[src/rtl/mod_updown_counter.sv]
// Modulo-N up/down counter with enable, prescaled stepping, parallel load,
// wrap/saturate limit handling, sticky overflow and a cascade carry (tc).
// Stages chain by feeding tc of one stage into en of the next (PRESCALE=1).
module mod_updown_counter #(
  parameter int unsigned     WIDTH    = 4,
  parameter longint unsigned MODULUS  = 16,
  parameter int unsigned     PRESCALE = 1
) (
  input  logic             clk,
  input  logic             rst,
  input  logic             clr,
  input  logic             load,
  input  logic [WIDTH-1:0] load_val,
  input  logic             en,
  input  logic             up_dn,
  input  logic             sat_mode,
  input  logic             ovf_clr,
  output logic [WIDTH-1:0] count,
  output logic             tc,
  output logic             wrap,
  output logic             ovf
);

  // Prescaler is at least one bit wide so PRESCALE=1 still elaborates cleanly;
  // in that case it is pinned at 0 and every enabled cycle is a step.
  localparam int unsigned    PW      = (PRESCALE > 1) ? $clog2(PRESCALE) : 1;
  localparam logic [PW-1:0]  PS_MAX  = PW'(PRESCALE - 1);
  // Top of the count range; for MODULUS=2**WIDTH this is all ones, so a
  // load value can never exceed it and no clamp is applied.
  localparam logic [WIDTH-1:0] MAX_CNT = WIDTH'(MODULUS - 1);

  logic [WIDTH-1:0] count_q, count_d;
  logic [PW-1:0]    ps_q, ps_d;
  logic             wrap_q, wrap_d;
  logic             ovf_q, ovf_d;
  logic             ovf_set;
  logic             step_due;
  logic             at_max;
  logic             at_zero;

  assign step_due = (ps_q == PS_MAX);
  assign at_max   = (count_q == MAX_CNT);
  assign at_zero  = (count_q == '0);

  // Next-state: clr > load > en; rst is applied in the register block.
  always_comb begin
    count_d = count_q;
    ps_d    = ps_q;
    wrap_d  = 1'b0;
    ovf_set = 1'b0;
    if (clr) begin
      count_d = '0;
      ps_d    = '0;
    end else if (load) begin
      count_d = (load_val > MAX_CNT) ? MAX_CNT : load_val;
      ps_d    = '0;
    end else if (en) begin
      if (step_due) begin
        ps_d = '0;
        if (up_dn) begin
          if (!at_max) begin
            count_d = count_q + WIDTH'(1);
          end else if (sat_mode) begin
            ovf_set = 1'b1;
          end else begin
            count_d = '0;
            wrap_d  = 1'b1;
          end
        end else begin
          if (!at_zero) begin
            count_d = count_q - WIDTH'(1);
          end else if (sat_mode) begin
            ovf_set = 1'b1;
          end else begin
            count_d = MAX_CNT;
            wrap_d  = 1'b1;
          end
        end
      end else begin
        ps_d = ps_q + PW'(1);
      end
    end
    // A new overflow beats a simultaneous clear request.
    if (ovf_set) begin
      ovf_d = 1'b1;
    end else if (ovf_clr) begin
      ovf_d = 1'b0;
    end else begin
      ovf_d = ovf_q;
    end
  end

  // All state in one register block with synchronous active-high reset.
  always_ff @(posedge clk) begin
    if (rst) begin
      count_q <= '0;
      ps_q    <= '0;
      wrap_q  <= 1'b0;
      ovf_q   <= 1'b0;
    end else begin
      count_q <= count_d;
      ps_q    <= ps_d;
      wrap_q  <= wrap_d;
      ovf_q   <= ovf_d;
    end
  end

  // Carry out is suppressed whenever a higher-priority control owns the cycle.
  always_comb begin
    tc = en & step_due & (up_dn ? at_max : at_zero) & ~rst & ~clr & ~load;
  end

  assign count = count_q;
  assign wrap  = wrap_q;
  assign ovf   = ovf_q;

endmodule

[config.mk]
export PLATFORM = sky130hd
export DESIGN_NAME = mod_updown_counter
export DESIGN_NICKNAME = d
export VERILOG_FILES = /design/src/rtl/mod_updown_counter.sv
export SDC_FILE = /design/constraint.sdc
export NUM_CORES = 1
export LEC_CHECK = 0
export BUFFER_PORTS_ARGS = -buffer_cell sky130_fd_sc_hd__buf_2
export CORE_AREA = 3 3 40 42
export CTS_BUF_LIST = sky130_fd_sc_hd__clkbuf_16
export DETAILED_ROUTE_END_ITERATION = 8
export DIE_AREA = 0 0 43 45
export MAX_ROUTING_LAYER = met4
export PLACE_DENSITY = 0.62
export SLEW_MARGIN = 10
export SYNTH_ARGS = -nofsm -noshare
export SYNTH_HDL_FRONTEND = slang
export SYNTH_SLANG_ARGS = --single-unit
[constraint.sdc]
create_clock -name clk -period 1.46 [get_ports clk]
set_input_delay 0.219 -clock clk [delete_from_list [all_inputs] [get_ports clk]]
set_output_delay 0.219 -clock clk [all_outputs]
set_load 0.01 [all_outputs]
==> results of run 1 <==
[area by class of cell]
| class | count | area [µm²] | share of cell area (%) |
|---|---|---|---|
| Clock inverter | 1 | 3.754 | 0.4431 |
| Sequential cell | 6 | 128.9 | 15.21 |
| Clock buffer | 3 | 75.07 | 8.863 |
| Multi-Input combinational cell | 42 | 385.4 | 45.49 |
| Tap cell | 15 | 18.77 | 2.216 |
| Timing Repair Buffer | 34 | 210.2 | 24.82 |
| Inverter | 6 | 25.02 | 2.954 |
[cells by family (layout without fill, tap and decap cells)]
family | count (synthesis) | in the layout | share of synthesized area, %
AOI/OAI and AO/OA | 19 | 19 | 28.90
and+or+nand+nor | 18 | 18 | 25.83
buffers and inverters | 9 | 44 | 9.973
DFF | 6 | 6 | 24.55
adders and majority gates | 2 | 2 | 5.114
xor gates and xnor gates | 2 | 2 | 3.581
muxes | 1 | 1 | 2.046
[tightest hold or removal path, delay by kind of cell]
family          cells  cell delay (ns)
buf+inv             2             0.16
compound gates      1             0.06
[through the flow]
stage	cells	hold slack [ns]	cell area, µm²	setup WS, ns
global route	107	0.2468	847.1	-0.1555
finish	107	0.2405	847.1	-0.1078
detailed placement	98	0.4640	661.9	-0.05574
floorplan	57	0.2906	496.7	0.003913
CTS	106	0.2379	809.5	-0.08024
global placement	98	0.4598	661.9	-0.04210
[repair_timing]
item	in CTS	in global routing
hold buffers	0	0
pin swaps	6	5
setup buffers	4	1
resized for setup	7	7
endpoints found under the setup margin	5	6
[layout by cell type, fill, tap and decap left out, types with 3 or more instances in the layout]
cell type and instances:
buf_2 18, buf_4 16, inv_1 5, a21oi_1 5, nor2_1 3, clkbuf_16 3, dfxtp_1 3
[routing by layer]
metal	track usage, %	share of wire (%)
met1	22.12	40
met2	29.34	50
met3	7.570	8.8
met4	5.422	1.1
met5	-	0
[sequential cells by signal (all words and copies together) (netlist names)]
register  cells
count         4
ovf           1
wrap          1
[power groups by stage]
stage / clock [µW] / combinational, µW / sequential [µW]
3_5_place_dp: 0 / 132 / 184
4_1_cts: 464 / 154 / 183
3_3_place_gp: 0 / 131 / 184
6_report: 457 / 170 / 182
2_1_floorplan: 0 / 76.4 / 185
5_1_grt: 483 / 181 / 183
[path summary, 6_finish.rpt]
kind | to | start | slack, ns
setup / recovery | tc | count[0] | -0.11
hold / removal | count[0] | load_val[0] | 0.24
hold reg to reg | ovf | ovf | 0.48
setup reg to reg | count[0] | count[0] | -0.06
==> summary.txt, run 1 <==
Die
  – Starting Density: between 30% and 40%
  – Die height: about 45 µm
  – Die ar.: about 0.0019 mm²
  – Rows: 13
  – Ports: 19
  – Chip Width: 43 µm
  – Core area: 0.001285 mm²

Final layout
  – Antenna Cells: 0
  – Layout net count: about 110
  – Util after Layout: 65.92%
  – Syn-to-layout area delta: 73.15%
  – Share of cells above drive strength 1: 60.87%
  – Fillers: 110

STA
  – Final hold vios: 0
  – Period minus WS final: around 1.6 ns
  – Setup violations, final: 4
  – Slew HR: 79.16%
  – Actual transition at the worst max-transition pin: around 0.31 ns
  – Setup_tns: -0.2277 ns
  – Final WS setup: -0.1078 ns
  – Slew Limit Fails: 0
  – Fmax: approximately 0.64 GHz
  – RSZ-0062 raised after global routing: yes
  – Fin crit share: 107.4%
  – Clk_skew: between 0.005 and 0.006 ns

CTS
  – Clk sink count: 6
  – Root Buffer Master: clkbuf_16
  – Worst-Skew Late Latency: approximately 0.23 ns
  – Clk slew on worst S/H paths: 0.04 ns
  – H-tree Lvls: 1
  – Total CTS buffers: 3
  – CTS tree: done
  – Worst-case clock buffer depth: 2

Critical path
  – Crit path max fanout: 4
  – Worst-path cell chain: ha_2 -> and4_4 -> o21a_1 -> buf_2
  – CP max stage delay: 0.37 ns
  – FF-to-FF path depth: 7
  – CP Class: flop to output port
  – CP arrival: around 1.4 ns
  – Stages on worst setup path: 4
  – Slowest-stage cell, CP: dfxtp_4
  – Crit end category: output port
  – Buf/Inv on CP: 1
  – CP required: ~1.2 ns
  – Critical Path Start Type: flop
  – CP delay by family, top: flip-flops

Power
  – Clk pwr share: a little under three fifths
  – Sw power: ~200 µW
  – Worst VDD drop: 0.9859 mV
  – P_int: between 600 and 700 µW
  – Switch share: 24.13%
  – Reg power frac: between 20% and 30%
  – Power Dens Cells: 954.8 mW/mm²
  – P_leak: ~0.00040 µW
  – Part of the power in combinational logic: between 20% and 30%
  – Design Power: slightly above 800 µW

Yosys
  – Mapped cell area: between 400 and 500 µm²
  – Leading area contributor after synthesis: dfxtp_1
  – Yosys cell types: 33
  – Yosys reg bits: 6
  – Ys async rst share: 0%
  – EDFF count, synth: 0
  – Yosys warnings: 0
  – Share of the synthesized area in the top cell type: 24.55%
  – Post-Syn Instances: 57
  – Post-Syn Nets: 71
  – Post-synth top flop: dfxtp_1
  – Avg Inst Size Synth: roughly 8.6 µm²
  – Sequential cell area fraction in the yosys report: around a quarter
  – Top cells by count, synth: 6 x dfxtp_1, 6 x inv_1, 5 x a21oi_1
  – Top cells by area, synth: dfxtp_1 25%, a21oi_1 5.1%, ha_1 5.1%, nor4b_4 4.9%, buf_6 4.6%

Global route
  – Overall global routing resource usage: approximately a fifth
  – Aggregate global routing overflow: 0
  – Antenna violations before repair: 0
  – First-pass GRT wire length: ~2500 µm
  – Vias in the first global route: roughly 520
  – Largest net degree at the start of global routing: 10

Status
  – Failing checks: setup timing
  – Run status: complete, but fails checks

Placed design
  – HPWL after DPL: between 1000 and 1500 µm
  – Buffers on Ports: 18
  – GPL Wtd Cong: 0.8469

Route
  – Post-route ant nets: 0
  – Routed len/inst: around 16 µm
  – DRC: 0
  – Total wire length: approximately 1700 µm
  – Initial DRC Count: 10
  – Via/cell ratio: 5.579
  – Vias: slightly below 600
  – Drt pass-1 iters: 4

Hold path
  – Hold Crit Class: primary input to flop
  – Hold depth: 3

Job
  – Number of max-cap violations: 0
Note: power is estimated with default switching activity, not from simulation.
==> run 2, diff against run 1 <==
--- a/config.mk
+++ b/config.mk
@@ -12,6 +12,7 @@
 export DIE_AREA = 0 0 43 45
 export MAX_ROUTING_LAYER = met4
 export PLACE_DENSITY = 0.62
+export SETUP_SLACK_MARGIN = 0.3
 export SLEW_MARGIN = 10
 export SYNTH_ARGS = -nofsm -noshare
 export SYNTH_HDL_FRONTEND = slang
==> summary.txt, run 2 (synthesis gave the netlist of run 1 again) <==
Placed design
  – Placed cell count: a little over 90
  – Place WS: -0.02436 ns
  – DP Area: roughly 650 µm²
  – GPL Wtd Cong: roughly 0.83
  – HPWL after DPL: ~1100 µm
  – Buffers on Ports: 18

Route
  – Initial DRC Count: 10
  – Vias: roughly 600
  – Via/cell ratio: 5.796
  – Routed len/inst: approximately 16 µm
  – Drt pass-1 iters: 4
  – DRC: 0
  – Post-route ant nets: 0
  – Total wire length: ~1700 µm

Final layout
  – Most frequent cells in the layout: 18 x buf_2, 12 x buf_4, 5 x inv_1
  – Share of cells above drive strength 1: 59.09%
  – Syn-to-layout area delta: 71.10%
  – Layout net count: approximately 100
  – Design area: between 800 and 900 µm²
  – Commonest non-fill, non-tap cell in the layout: buf_2
  – Number of flip-flops in the largest register: 4
  – Finished Layout Cells: about 100
  – Antenna Cells: 0

CTS
  – Clk sink count: 6
  – Clk slew on worst S/H paths: 0.04 ns
  – Root Buffer Master: clkbuf_16
  – CTS tree: done
  – Total CTS buffers: 3
  – Worst-Skew Late Latency: 0.23 ns
  – H-tree Lvls: 1
  – Worst-case clock buffer depth: 2

STA
  – Period minus WS final: roughly 1.6 ns
  – Final WS setup: -0.1056 ns
  – Fin crit share: 107.2%
  – Slew HR: between 70% and 80%
  – Setup violations, final: 4
  – Final hold slack: about 0.24 ns
  – Actual transition at the worst max-transition pin: just over 0.3 ns
  – Slew Limit Fails: 0
  – RSZ-0062 raised after global routing: yes
  – Clk_skew: about 0.0034 ns
  – Final hold vios: 0
  – Setup_tns: -0.2651 ns
  – Fmax: 0.6387 GHz

Die
  – Die height: roughly 45 µm
  – Starting Density: 38.07%
  – Core area: around 0.0013 mm²
  – Die ar.: 0.001935 mm²
  – Rows: 13
  – Ports: 19
  – Chip Width: approximately 43 µm

Global route
  – Antenna violations before repair: 0
  – Largest net degree at the start of global routing: 10
  – Aggregate global routing overflow: 0
  – Vias in the first global route: roughly 600
  – Overall global routing resource usage: 20.69%
  – First-pass GRT wire length: 2863 µm

Critical path
  – FF-to-FF path depth: 7
  – Critical Path Start Type: flop
  – FF-to-FF setup slack: -0.11 ns
  – Crit path max fanout: 6
  – CP Class: flop to flop
  – RR Endpoint: count[0]
  – Crit end category: flop
  – CP required: roughly 1.6 ns
  – CP arrival: approximately 1.7 ns
  – RR Startpoint: count[1]

Power
  – Power Dens Cells: roughly 960 mW/mm²
  – P_leak: 0.0003731 µW
  – Worst VDD drop: 0.6941 mV

Hold path
  – Sink of the worst hold path: count[2]
  – Hold Startpoint: load_val[2]
  – Hold depth: 3
  – Hold Crit Class: primary input to flop

Status
  – Run status: complete, but fails checks
  – Failing checks: setup timing

Job
  – Number of max-cap violations: 0
==> run 2: area by class of cell <==
class	instances	area, µm²
inverters	6	27.53
multi-input cells	42	401.6
clock buffers	3	75.07
fillers	103	447.9
clock inverters	1	3.754
flip-flops and latches	6	130.1
repair buffers	30	180.2
well taps	15	18.77
==> run 2: worst max path at each step <==
stage | startpoint | end | slack, ns
2_1_floorplan | count[0] | count[1] | 0.03
3_3_place_gp | count[1] | count[0] | -0.03
3_5_place_dp | count[0] | count[1] | -0.02
4_1_cts | count[1] | count[1] | -0.06
5_1_grt | count[1] | count[0] | -0.16
6_report | count[1] | count[0] | -0.11
==> run 2: layer usage <==
metal | vias up | part of all wire [%] | global-route usage, %
li1 | 280 | - | -
met1 | 274 | 41 | 24.15
met2 | 35 | 49 | 34.13
met3 | 8 | 6.6 | 6.375
met4 | 0 | 3.3 | 6.627
met5 | - | 0 | -
==> run 2: power by group <==
part / internal, µW / switching (µW)
logic: 83.0 / 81.5
clock network: 355 / 95.6
registers: 171 / 13.7
total: 609 / 191
==> run 2: worst max-delay path: stages, from the launching register on <==
cell,delay [ns]
dfxtp_4,0.38
inv_4,0.05
ha_4,0.15
nor4b_4,0.12
buf_4,0.15
nor4_2,0.29
and3_4,0.24
a2111oi_4,0.04
==> run 2: repair_timing <==
item                       CTS  global route
resized for setup            6             3
hold buffers                 0             0
buffers inserted             6             1
setup endpoints to repair    7             7
cloned                       0             0
pin swaps                    9             0
==> run 2: stage by stage <==
stage                     utilization, %  total power, µW
final                              65.14            799.7
after global routing               65.14            835.2
after CTS                          63.29            789.1
after detailed placement           50.54            314.1
after global placement             50.54            312.3
after floorplan                        -            269.1
